File: config.mk
export PLATFORM = sky130hd
export DESIGN_NAME = sram_like_to_axi_bridge
export DESIGN_NICKNAME = d
export VERILOG_FILES = /design/src/rtl/sram_like_to_axi_bridge_pkg.sv /design/src/rtl/sram_like_to_axi_bridge_read.sv /design/src/rtl/sram_like_to_axi_bridge.sv
export SDC_FILE = /design/constraint.sdc
export NUM_CORES = 1
export LEC_CHECK = 0
export ABC_CLOCK_PERIOD_IN_PS = 3770
export CAP_MARGIN = 20
export CORE_AREA = 2 2 161 163
export DETAILED_ROUTE_END_ITERATION = 7
export DIE_AREA = 0 0 163 165
export GPL_ROUTABILITY_DRIVEN = 0
export PLACE_DENSITY = 0.54
export SYNTH_ARGS = -nofsm -noshare
export SYNTH_HDL_FRONTEND = slang
export SYNTH_SLANG_ARGS = --single-unit
File: constraint.sdc
create_clock -name clock -period 3.77 [get_ports clock]
set_input_delay 0.5655 -clock clock [delete_from_list [all_inputs] [get_ports clock]]
set_output_delay 0.5655 -clock clock [all_outputs]
set_load 0.05 [all_outputs]
File: src/rtl/sram_like_to_axi_bridge_pkg.sv
// Shared state encodings, ownership tags and AXI3 constants for the sram_like to AXI3 bridge.
package sram_like_to_axi_bridge_pkg;

   typedef enum logic [1:0] {RD_IDLE = 2'd0, RD_AR = 2'd1, RD_R = 2'd2} rd_state_e;
   typedef enum logic [1:0] {WR_IDLE = 2'd0, WR_AW_W = 2'd1, WR_B = 2'd2} wr_state_e;
   typedef enum logic {OWNER_INST = 1'b0, OWNER_DATA = 1'b1} owner_e;

   localparam logic [3:0] AXI_LEN_SINGLE   = 4'd0;
   localparam logic [1:0] AXI_BURST_INCR   = 2'b01;
   localparam logic [1:0] AXI_LOCK_NORMAL  = 2'b00;
   localparam logic [2:0] AXI_PROT_DEFAULT = 3'b000;
   localparam logic [1:0] AXI_RESP_OKAY    = 2'b00;

   function automatic logic [2:0] axi_size(input logic [1:0] size);
      return {1'b0, size};
   endfunction

   function automatic logic [3:0] axi_cache(input logic cache);
      return cache ? 4'b1111 : 4'b0000;
   endfunction

   // Size 3 is not a legal sram_like size; it is treated as a full word.
   function automatic logic [3:0] wstrb_for(input logic [1:0] size, input logic [1:0] addr_lo);
      case (size)
         2'd0:    return 4'b0001 << addr_lo;
         2'd1:    return addr_lo[1] ? 4'b1100 : 4'b0011;
         default: return 4'b1111;
      endcase
   endfunction

endpackage

File: src/rtl/sram_like_to_axi_bridge_read.sv
// Shared AXI read channel: arbitrates inst/data reads (data wins ties) and runs one AR/R transfer at a time.
module axi_read_channel
   import sram_like_to_axi_bridge_pkg::*;
#(
   parameter logic [3:0] INST_ARID = 4'd0,
   parameter logic [3:0] DATA_ID   = 4'd1
) (
   input  logic        clock,
   input  logic        reset,
   input  logic        inst_req_i,
   input  logic [1:0]  inst_size_i,
   input  logic [31:0] inst_addr_i,
   input  logic        inst_cache_i,
   input  logic        data_req_i,
   input  logic [1:0]  data_size_i,
   input  logic [31:0] data_addr_i,
   input  logic        data_cache_i,
   output logic        inst_addr_ok_o,
   output logic        data_addr_ok_o,
   output logic        inst_data_ok_o,
   output logic        data_data_ok_o,
   output logic [31:0] inst_rdata_o,
   output logic [31:0] data_rdata_o,
   output logic [3:0]  arid_o,
   output logic [31:0] araddr_o,
   output logic [2:0]  arsize_o,
   output logic [3:0]  arcache_o,
   output logic        arvalid_o,
   input  logic        arready_i,
   input  logic [31:0] rdata_i,
   input  logic        rvalid_i,
   output logic        rready_o
);

   rd_state_e   state_q, state_d;
   owner_e      owner_q, owner_d;
   logic [31:0] addr_q;
   logic [1:0]  size_q;
   logic        cache_q;

   always_ff @(posedge clock) begin
      if (reset) begin
         state_q <= RD_IDLE;
         owner_q <= OWNER_INST;
      end else begin
         state_q <= state_d;
         owner_q <= owner_d;
      end
   end

   // Request attributes only need capturing on the accept cycle.
   always_ff @(posedge clock) begin
      if (inst_addr_ok_o || data_addr_ok_o) begin
         addr_q  <= data_addr_ok_o ? data_addr_i  : inst_addr_i;
         size_q  <= data_addr_ok_o ? data_size_i  : inst_size_i;
         cache_q <= data_addr_ok_o ? data_cache_i : inst_cache_i;
      end
   end

   always_comb begin
      state_d        = state_q;
      owner_d        = owner_q;
      inst_addr_ok_o = 1'b0;
      data_addr_ok_o = 1'b0;
      inst_data_ok_o = 1'b0;
      data_data_ok_o = 1'b0;
      arvalid_o      = 1'b0;
      rready_o       = 1'b0;
      case (state_q)
         RD_IDLE: begin
            if (data_req_i) begin
               data_addr_ok_o = 1'b1;
               owner_d        = OWNER_DATA;
               state_d        = RD_AR;
            end else if (inst_req_i) begin
               inst_addr_ok_o = 1'b1;
               owner_d        = OWNER_INST;
               state_d        = RD_AR;
            end
         end
         RD_AR: begin
            arvalid_o = 1'b1;
            if (arready_i) state_d = RD_R;
         end
         RD_R: begin
            rready_o = 1'b1;
            if (rvalid_i) begin
               inst_data_ok_o = (owner_q == OWNER_INST);
               data_data_ok_o = (owner_q == OWNER_DATA);
               state_d        = RD_IDLE;
            end
         end
         default: state_d = RD_IDLE;
      endcase
   end

   assign inst_rdata_o = inst_data_ok_o ? rdata_i : 32'd0;
   assign data_rdata_o = data_data_ok_o ? rdata_i : 32'd0;
   assign arid_o       = (owner_q == OWNER_DATA) ? DATA_ID : INST_ARID;
   assign araddr_o     = addr_q;
   assign arsize_o     = axi_size(size_q);
   assign arcache_o    = axi_cache(cache_q);

endmodule

File: src/rtl/sram_like_to_axi_bridge.sv
// Converts the inst and data sram_like ports into one single-beat AXI3 master; data writes use their own channel.
// Optional BRIDGE_ERR_LOG_EN adds a sticky error flag/address capture of the first non-OKAY response.
module sram_like_to_axi_bridge
   import sram_like_to_axi_bridge_pkg::*;
#(
   parameter logic [3:0] INST_ARID = 4'd0,
   parameter logic [3:0] DATA_ID   = 4'd1
) (
   input  logic        clock,
   input  logic        reset,
   input  logic        inst_req,
   input  logic        inst_wr,
   input  logic [1:0]  inst_size,
   input  logic [31:0] inst_addr,
   input  logic [31:0] inst_wdata,
   input  logic        inst_cache,
   output logic [31:0] inst_rdata,
   output logic        inst_addr_ok,
   output logic        inst_data_ok,
   input  logic        data_req,
   input  logic        data_wr,
   input  logic [1:0]  data_size,
   input  logic [31:0] data_addr,
   input  logic [31:0] data_wdata,
   input  logic        data_cache,
   output logic [31:0] data_rdata,
   output logic        data_addr_ok,
   output logic        data_data_ok,
   output logic [3:0]  arid,
   output logic [31:0] araddr,
   output logic [3:0]  arlen,
   output logic [2:0]  arsize,
   output logic [1:0]  arburst,
   output logic [1:0]  arlock,
   output logic [3:0]  arcache,
   output logic [2:0]  arprot,
   output logic        arvalid,
   input  logic        arready,
   input  logic [3:0]  rid,
   input  logic [31:0] rdata,
   input  logic [1:0]  rresp,
   input  logic        rlast,
   input  logic        rvalid,
   output logic        rready,
   output logic [3:0]  awid,
   output logic [31:0] awaddr,
   output logic [3:0]  awlen,
   output logic [2:0]  awsize,
   output logic [1:0]  awburst,
   output logic [1:0]  awlock,
   output logic [3:0]  awcache,
   output logic [2:0]  awprot,
   output logic        awvalid,
   input  logic        awready,
   output logic [3:0]  wid,
   output logic [31:0] wdata,
   output logic [3:0]  wstrb,
   output logic        wlast,
   output logic        wvalid,
   input  logic        wready,
   input  logic [3:0]  bid,
   input  logic [1:0]  bresp,
   input  logic        bvalid,
   output logic        bready
`ifdef BRIDGE_ERR_LOG_EN
   ,
   output logic        err_valid,
   output logic [31:0] err_addr
`endif
);

   wr_state_e   wr_state_q, wr_state_d;
   logic        aw_pend_q, aw_pend_d;
   logic        w_pend_q, w_pend_d;
   logic        data_busy_q, data_busy_d;
   logic [31:0] awaddr_q, wdata_q;
   logic [1:0]  wsize_q;
   logic        wcache_q;

   logic        data_rd_req, data_wr_acc;
   logic        rd_data_addr_ok, rd_data_ok, wr_data_ok;

   // Data port keeps at most one transaction outstanding across both channels.
   assign data_rd_req = data_req & ~data_wr & ~data_busy_q;
   assign data_wr_acc = (wr_state_q == WR_IDLE) & data_req & data_wr & ~data_busy_q;

   axi_read_channel #(
      .INST_ARID (INST_ARID),
      .DATA_ID   (DATA_ID)
   ) u_read (
      .clock          (clock),
      .reset          (reset),
      .inst_req_i     (inst_req),
      .inst_size_i    (inst_size),
      .inst_addr_i    (inst_addr),
      .inst_cache_i   (inst_cache),
      .data_req_i     (data_rd_req),
      .data_size_i    (data_size),
      .data_addr_i    (data_addr),
      .data_cache_i   (data_cache),
      .inst_addr_ok_o (inst_addr_ok),
      .data_addr_ok_o (rd_data_addr_ok),
      .inst_data_ok_o (inst_data_ok),
      .data_data_ok_o (rd_data_ok),
      .inst_rdata_o   (inst_rdata),
      .data_rdata_o   (data_rdata),
      .arid_o         (arid),
      .araddr_o       (araddr),
      .arsize_o       (arsize),
      .arcache_o      (arcache),
      .arvalid_o      (arvalid),
      .arready_i      (arready),
      .rdata_i        (rdata),
      .rvalid_i       (rvalid),
      .rready_o       (rready)
   );

   assign data_addr_ok = rd_data_addr_ok | data_wr_acc;
   assign data_data_ok = rd_data_ok | wr_data_ok;

   always_ff @(posedge clock) begin
      if (reset) begin
         wr_state_q  <= WR_IDLE;
         aw_pend_q   <= 1'b0;
         w_pend_q    <= 1'b0;
         data_busy_q <= 1'b0;
      end else begin
         wr_state_q  <= wr_state_d;
         aw_pend_q   <= aw_pend_d;
         w_pend_q    <= w_pend_d;
         data_busy_q <= data_busy_d;
      end
   end

   always_ff @(posedge clock) begin
      if (data_wr_acc) begin
         awaddr_q <= data_addr;
         wdata_q  <= data_wdata;
         wsize_q  <= data_size;
         wcache_q <= data_cache;
      end
   end

   // AW and W each retire on their own ready; the B phase starts once both are gone.
   always_comb begin
      wr_state_d  = wr_state_q;
      aw_pend_d   = aw_pend_q;
      w_pend_d    = w_pend_q;
      wr_data_ok  = 1'b0;
      bready      = 1'b0;
      case (wr_state_q)
         WR_IDLE: begin
            if (data_wr_acc) begin
               aw_pend_d  = 1'b1;
               w_pend_d   = 1'b1;
               wr_state_d = WR_AW_W;
            end
         end
         WR_AW_W: begin
            aw_pend_d = aw_pend_q & ~awready;
            w_pend_d  = w_pend_q & ~wready;
            if (!aw_pend_d && !w_pend_d) wr_state_d = WR_B;
         end
         WR_B: begin
            bready = 1'b1;
            if (bvalid) begin
               wr_data_ok = 1'b1;
               wr_state_d = WR_IDLE;
            end
         end
         default: wr_state_d = WR_IDLE;
      endcase
      data_busy_d = data_data_ok ? 1'b0 : (data_addr_ok ? 1'b1 : data_busy_q);
   end

   assign awvalid = (wr_state_q == WR_AW_W) & aw_pend_q;
   assign wvalid  = (wr_state_q == WR_AW_W) & w_pend_q;
   assign awid    = DATA_ID;
   assign awaddr  = awaddr_q;
   assign awsize  = axi_size(wsize_q);
   assign awcache = axi_cache(wcache_q);
   assign wid     = DATA_ID;
   assign wdata   = wdata_q;
   assign wstrb   = wstrb_for(wsize_q, awaddr_q[1:0]);
   assign wlast   = 1'b1;

   assign arlen   = AXI_LEN_SINGLE;
   assign arburst = AXI_BURST_INCR;
   assign arlock  = AXI_LOCK_NORMAL;
   assign arprot  = AXI_PROT_DEFAULT;
   assign awlen   = AXI_LEN_SINGLE;
   assign awburst = AXI_BURST_INCR;
   assign awlock  = AXI_LOCK_NORMAL;
   assign awprot  = AXI_PROT_DEFAULT;

`ifdef BRIDGE_ERR_LOG_EN
   logic        err_valid_q;
   logic [31:0] err_addr_q;
   logic        r_err, b_err;

   assign r_err = rready & rvalid & (rresp != AXI_RESP_OKAY);
   assign b_err = bready & bvalid & (bresp != AXI_RESP_OKAY);

   // Only the first failing response is recorded; read wins if both fail together.
   always_ff @(posedge clock) begin
      if (reset) begin
         err_valid_q <= 1'b0;
         err_addr_q  <= 32'd0;
      end else if (!err_valid_q && (r_err || b_err)) begin
         err_valid_q <= 1'b1;
         err_addr_q  <= r_err ? araddr : awaddr_q;
      end
   end

   assign err_valid = err_valid_q;
   assign err_addr  = err_addr_q;
`endif

   logic unused_inputs;
   assign unused_inputs = &{1'b0, inst_wr, inst_wdata, rid, rresp, rlast, bid, bresp};

endmodule
* Word level (Yosys, flattened, before mapping) *
Cells that the tools add are included.

operators by class
  bitwise gates (word level) = 16
  shifts and indexed selects = 1
  equality and inequality tests = 11
  divide/modulo/power cells = 0
  mux-type cells = 38
  reduce and logical (&&, ||, !) cells = 14
  $add $sub $neg = 0
  multiply operators = 0
  order comparisons = 0

operators with widths
  operator                                                            count
  32-bit 2-to-1 mux                                                   3
  1-bit 2-to-1 mux                                                    19
  2-bit 2-to-1 mux                                                    8
  4-bit 2-to-1 mux                                                    3
  2-bit one-hot mux with 3 select lines                               2
  2-bit inequality test (second input constant)                       5
  1-bit AND                                                           9
  4-bit one-hot mux with 2 select lines                               1
  2-bit by 1-bit == test with 1-bit output (second input constant)    3
  2-bit logical NOT                                                   3
  3-bit AND reduction                                                 2
  1-bit NOT                                                           5
  2-bit == test (second input constant)                               2
  1-bit one-hot mux with 2 select lines                               2
  2-bit AND reduction                                                 2
  2-bit nonzero test                                                  2
  1-bit by 2-bit << shifter with 4-bit output (first input constant)  1
  3-bit inequality test (second input constant)                       1
  1-bit logical NOT                                                   2
  1-bit bitwise OR                                                    2
  2-bit OR reduction                                                  1
  1-bit logical AND                                                   1
  1-bit logical OR                                                    1

word-level totals
  memory bits (read-only) = 0
  output and inout port bits = 222
  register bits = 110
  logic and storage cells = 93
  RAM bits = 0
  memories kept = 0
  input bits = 190
  bits in latches = 0

* Longest topological paths before layout *
  depth in word-level cells = 6
  mapped depth = 5
  depth with buffers taken out = 4

* Modules after synthesis *
From an unflattened synthesis, not the netlist that was laid out.

second synthesis, totals
  cell total of the unflattened synthesis = 326
  area, all modules = 4,967.3 um2

modules (own cells, without submodules)
  module                   area each (um2)  cells an instance  instances  seq. area each (um2)
  sram_like_to_axi_bridge  2,602.5          140                1          2,112.0
  axi_read_channel         2,364.8          186                1          1,111.1

* Least setup slack after synthesis *
No wires, ideal clock.

  path type = register to output
  from = register u_read.state_q[0]
  to = output port inst_rdata[22]
  path buffers = 1
  required time = 3.204 ns
  cell stages (with the launch flop) = 5
  arrival time = 1.971 ns
  path slack = 1.233 ns
  cells stage by stage = dfxtp_1 -> and2b_1 -> nor3b_4 -> buf_2 -> and2_1

on the way
  cells in the longest elaborated chain, start to end = 3

ends and longest elaborated chain
  what                      RTL line                            source
  start: declaration        sram_like_to_axi_bridge_read.sv:35  rd_state_e state_q, state_d;
  start signal: assignment  sram_like_to_axi_bridge_read.sv:46  state_q <= state_d;
  2-bit == test             sram_like_to_axi_bridge_read.sv:69  case (state_q)
  1-bit 2-to-1 mux          sram_like_to_axi_bridge_read.sv:69
  net inst_data_ok          sram_like_to_axi_bridge.sv:19       output logic inst_data_ok,
  32-bit 2-to-1 mux         sram_like_to_axi_bridge_read.sv:97  assign inst_rdata_o = inst_data_ok_o ? rdata_i : 32'd0;
  end: declaration          sram_like_to_axi_bridge.sv:17       output logic [31:0] inst_rdata,

The timed path passes the listed nets, and every way through them passes these cells.

* Worst setup path in the final report *
  from = input port rvalid
  to = output port data_rdata[24]

on the way
  cells in the longest elaborated chain, start to end = 3

ends and longest elaborated chain
  what                RTL line                            source
  start: declaration  sram_like_to_axi_bridge.sv:43       input logic rvalid,
  1-bit 2-to-1 mux    sram_like_to_axi_bridge_read.sv:87  if (rvalid_i) begin
  1-bit 2-to-1 mux    sram_like_to_axi_bridge_read.sv:69
  32-bit 2-to-1 mux   sram_like_to_axi_bridge_read.sv:98  assign data_rdata_o = data_data_ok_o ? rdata_i : 32'd0;
  end: declaration    sram_like_to_axi_bridge.sv:26       output logic [31:0] data_rdata,

No other way between the ends.

==> metrics.txt <==
required time reported for the critical path endpoint 3.20 ns; critical path launch point type input pin; number of I/O port buffers 329; setup repair bufs after CTS 0; Reg area 3220 um^2; CTS tree built; final hold viol count 0; NumNets Final 831; overall power 0.00332 W; post-layout instance count excluding filler cells 976; worst min-delay path class flip-flop to flip-flop; tightest slew margin relative to the limit 0.593; CTS Hold Bufs 0; static leakage 3.27 nW; quantity of gates resized following cts 0; post-detailed-placement half-perimeter wirelength 12.9 mm; gate count after technology mapping 317; number of optimization iterations in the first detailed-route pass 4; post-synth design cell area 4810 um^2; # fillers 2479; clock slew at reported path FFs 0.08 ns; transition at the pin with the smallest max-transition slack 0.611 ns; post-route fraction of the period consumed by the critical path 0.812; total number of vias 3625; vias per inst 3.71; post-layout minimum cycle time 3.06 ns; worst hold slack across all endpoints 0.487 ns; initial standard-cell utilization of the core 0.192; register area share after synthesis 0.670; number of synthesized register bits 110; first-pass GRT wire length 22.6 mm; CTS buffer count 9; number of antenna violations at the first check in global routing 0; clock latency on the worst-skew pair 0.35 ns; die outline height 165 um; CP Capture Type output port; GRT Overall Usage 0.116; classification of the worst setup path input pin to output port; status completed; highest ir drop seen on vdd 0.000205 V; setup repair after global routing missed its margin false; Remaining Overflow, GRT 0; average wire length per cell after detail routing 16.8 um; buffers from clock root to sink, at most 2; upper clock frequency limit 0.327 GHz; number of warning messages in the yosys log 0; fraction of final layout cells sized beyond drive strength 1 0.173; Inst Count DP 960; horizontal extent of the die 163 um; final setup vio count 0; antenna-violating nets left 0; MaxCap Viol Count 0; CTS Sinks 110; DRC viols 0; power per cell area 390 nW/um^2; mean instance size in the synthesized netlist 15.2 um^2; Row Count 58; I/O pin cnt 412; Multi-input gate area 1290 um^2; DRT Wirelength 16.4 mm; H-tree levels 3; arrival time at the worst endpoint 2.50 ns; final antenna diode count 0; Area growth, synth to finish 76.7%; Die ar. 26900 um^2; final setup skew 0.0130 ns; via count of the first global-routing pass 3747; largest fanout on the critical path 33; clock root buffer clkbuf_16; synth unique cells 32; largest net degree at the start of global routing 35; 1st-iter DRT viols 111; Std-Cell Core Area 25000 um^2; setup_tns 0 ns; number of slew-limit violations in the final report 0
cell usage in the layout, fill, tap and decap left out, types with 2 or more instances in the layout:
master,instances
o21bai_1,4
buf_12,4
o21ai_0,3
nor2_1,7
buf_4,52
inv_6,3
clkdlybuf4s50_1,279
conb_1,36
nor3b_4,2
mux2_2,18
nor2b_1,5
inv_1,5
and2_1,66
clkbuf_16,9
mux2_4,17
nand2_1,3
nand2b_1,2
dfxtp_1,8
a21oi_1,4
edfxtp_1,102
report_power, final:
part / internal (W) / switching [W]
Combinational: 0.000343 / 0.000560
Sequential: 0.00144 / 0.0000283
Clock: 0.000467 / 0.000486
kinds of logic (layout without fill, tap and decap cells):
logic type      after synthesis  after routing  synth area share
flops                       110            110             0.670
other cells                   2             36           0.00156
compound gates               18             18            0.0255
simple gates                 90             90             0.119
mux                          35             35            0.0952
buf+inv                      62            357            0.0887
sequential cells by signal (all words and copies together) (netlist names), 2 cells and up:
name and flops:
wdata 32, u_read.araddr_o 32, awaddr 32, wsize_q 2, u_read.size_q 2, wr_state_q 2
u_read.state_q 2
layer usage:
metal  share of wire  wire [um]  vias to the layer above  global-route usage
met5               0          0                        -                   0
met4          0.0093        152                        0              0.0302
met3            0.10       1650                        7              0.0447
met2            0.50       8140                      244               0.207
met1            0.39       6440                     1686               0.129
li1                -          -                     1688                   -
stage by stage:
| step | utilization | area [um^2] | setup slack [ns] |
|---|---|---|---|
| 5_1_grt | 0.340 | 8500 | 0.627 |
| 3_3_place_gp | 0.328 | 8210 | 0.702 |
| 6_report | 0.340 | 8500 | 0.707 |
| 4_1_cts | 0.340 | 8500 | 0.710 |
| 2_1_floorplan | - | 4940 | 1.23 |
| 3_5_place_dp | 0.328 | 8210 | 0.724 |
worst max-delay path: stages:
cell and delay (ns):
clkdlybuf4s50_1 0.47, and4b_1 0.19, buf_4 0.28, and2_1 0.18, clkdlybuf4s50_1 0.80
cell usage after synthesis, drive strengths merged:
cell type | number | share of area
nor2b | 5 | 0.0065
nand4b | 1 | 0.0018
a21o | 1 | 0.0016
buf | 51 | 0.080
o311a | 1 | 0.0021
o21bai | 4 | 0.0062
and4b | 1 | 0.0021
edfxtp | 102 | 0.64
o21ai | 3 | 0.0031
conb | 2 | 0.0016
nor3b | 2 | 0.0078
o32a | 1 | 0.0021
a31oi | 1 | 0.0013
o21a | 1 | 0.0016
a2bb2oi | 1 | 0.0018
dfxtp | 8 | 0.033
nor2 | 7 | 0.0055
nand2b | 2 | 0.0026
and2b | 1 | 0.0016
inv | 6 | 0.0047
a21oi | 4 | 0.0042
or3b | 1 | 0.0018
and2 | 66 | 0.086
a211oi | 1 | 0.0016
mux2 | 35 | 0.095
nand2 | 4 | 0.0036
clkbuf | 5 | 0.0039
area by class of cell:
| cell class | count | area share |
|---|---|---|
| Multi-Input combinational cell | 179 | 0.152 |
| Timing Repair Buffer | 335 | 0.384 |
| Inverter | 6 | 0.00265 |
| Clock inverter | 7 | 0.00780 |
| Sequential cell | 110 | 0.379 |
| Tap cell | 330 | 0.0486 |
| Clock buffer | 9 | 0.0265 |
path summary, 6_finish.rpt:
kind                              startpoint                    end  slack [ns]  cells past startpoint
setup / recovery                      rvalid         data_rdata[24]        0.71                      5
hold / removal         w_pend_q$_SDFFE_PP0P_  w_pend_q$_SDFFE_PP0P_        0.49                      2
setup reg to reg  wr_state_q[1]$_SDFFE_PP0P_   awaddr[28]$_DFFE_PP_        1.77                      4
hold reg to reg        w_pend_q$_SDFFE_PP0P_  w_pend_q$_SDFFE_PP0P_        0.49                      2
No activity file was read; power rests on OpenSTA's default activity.
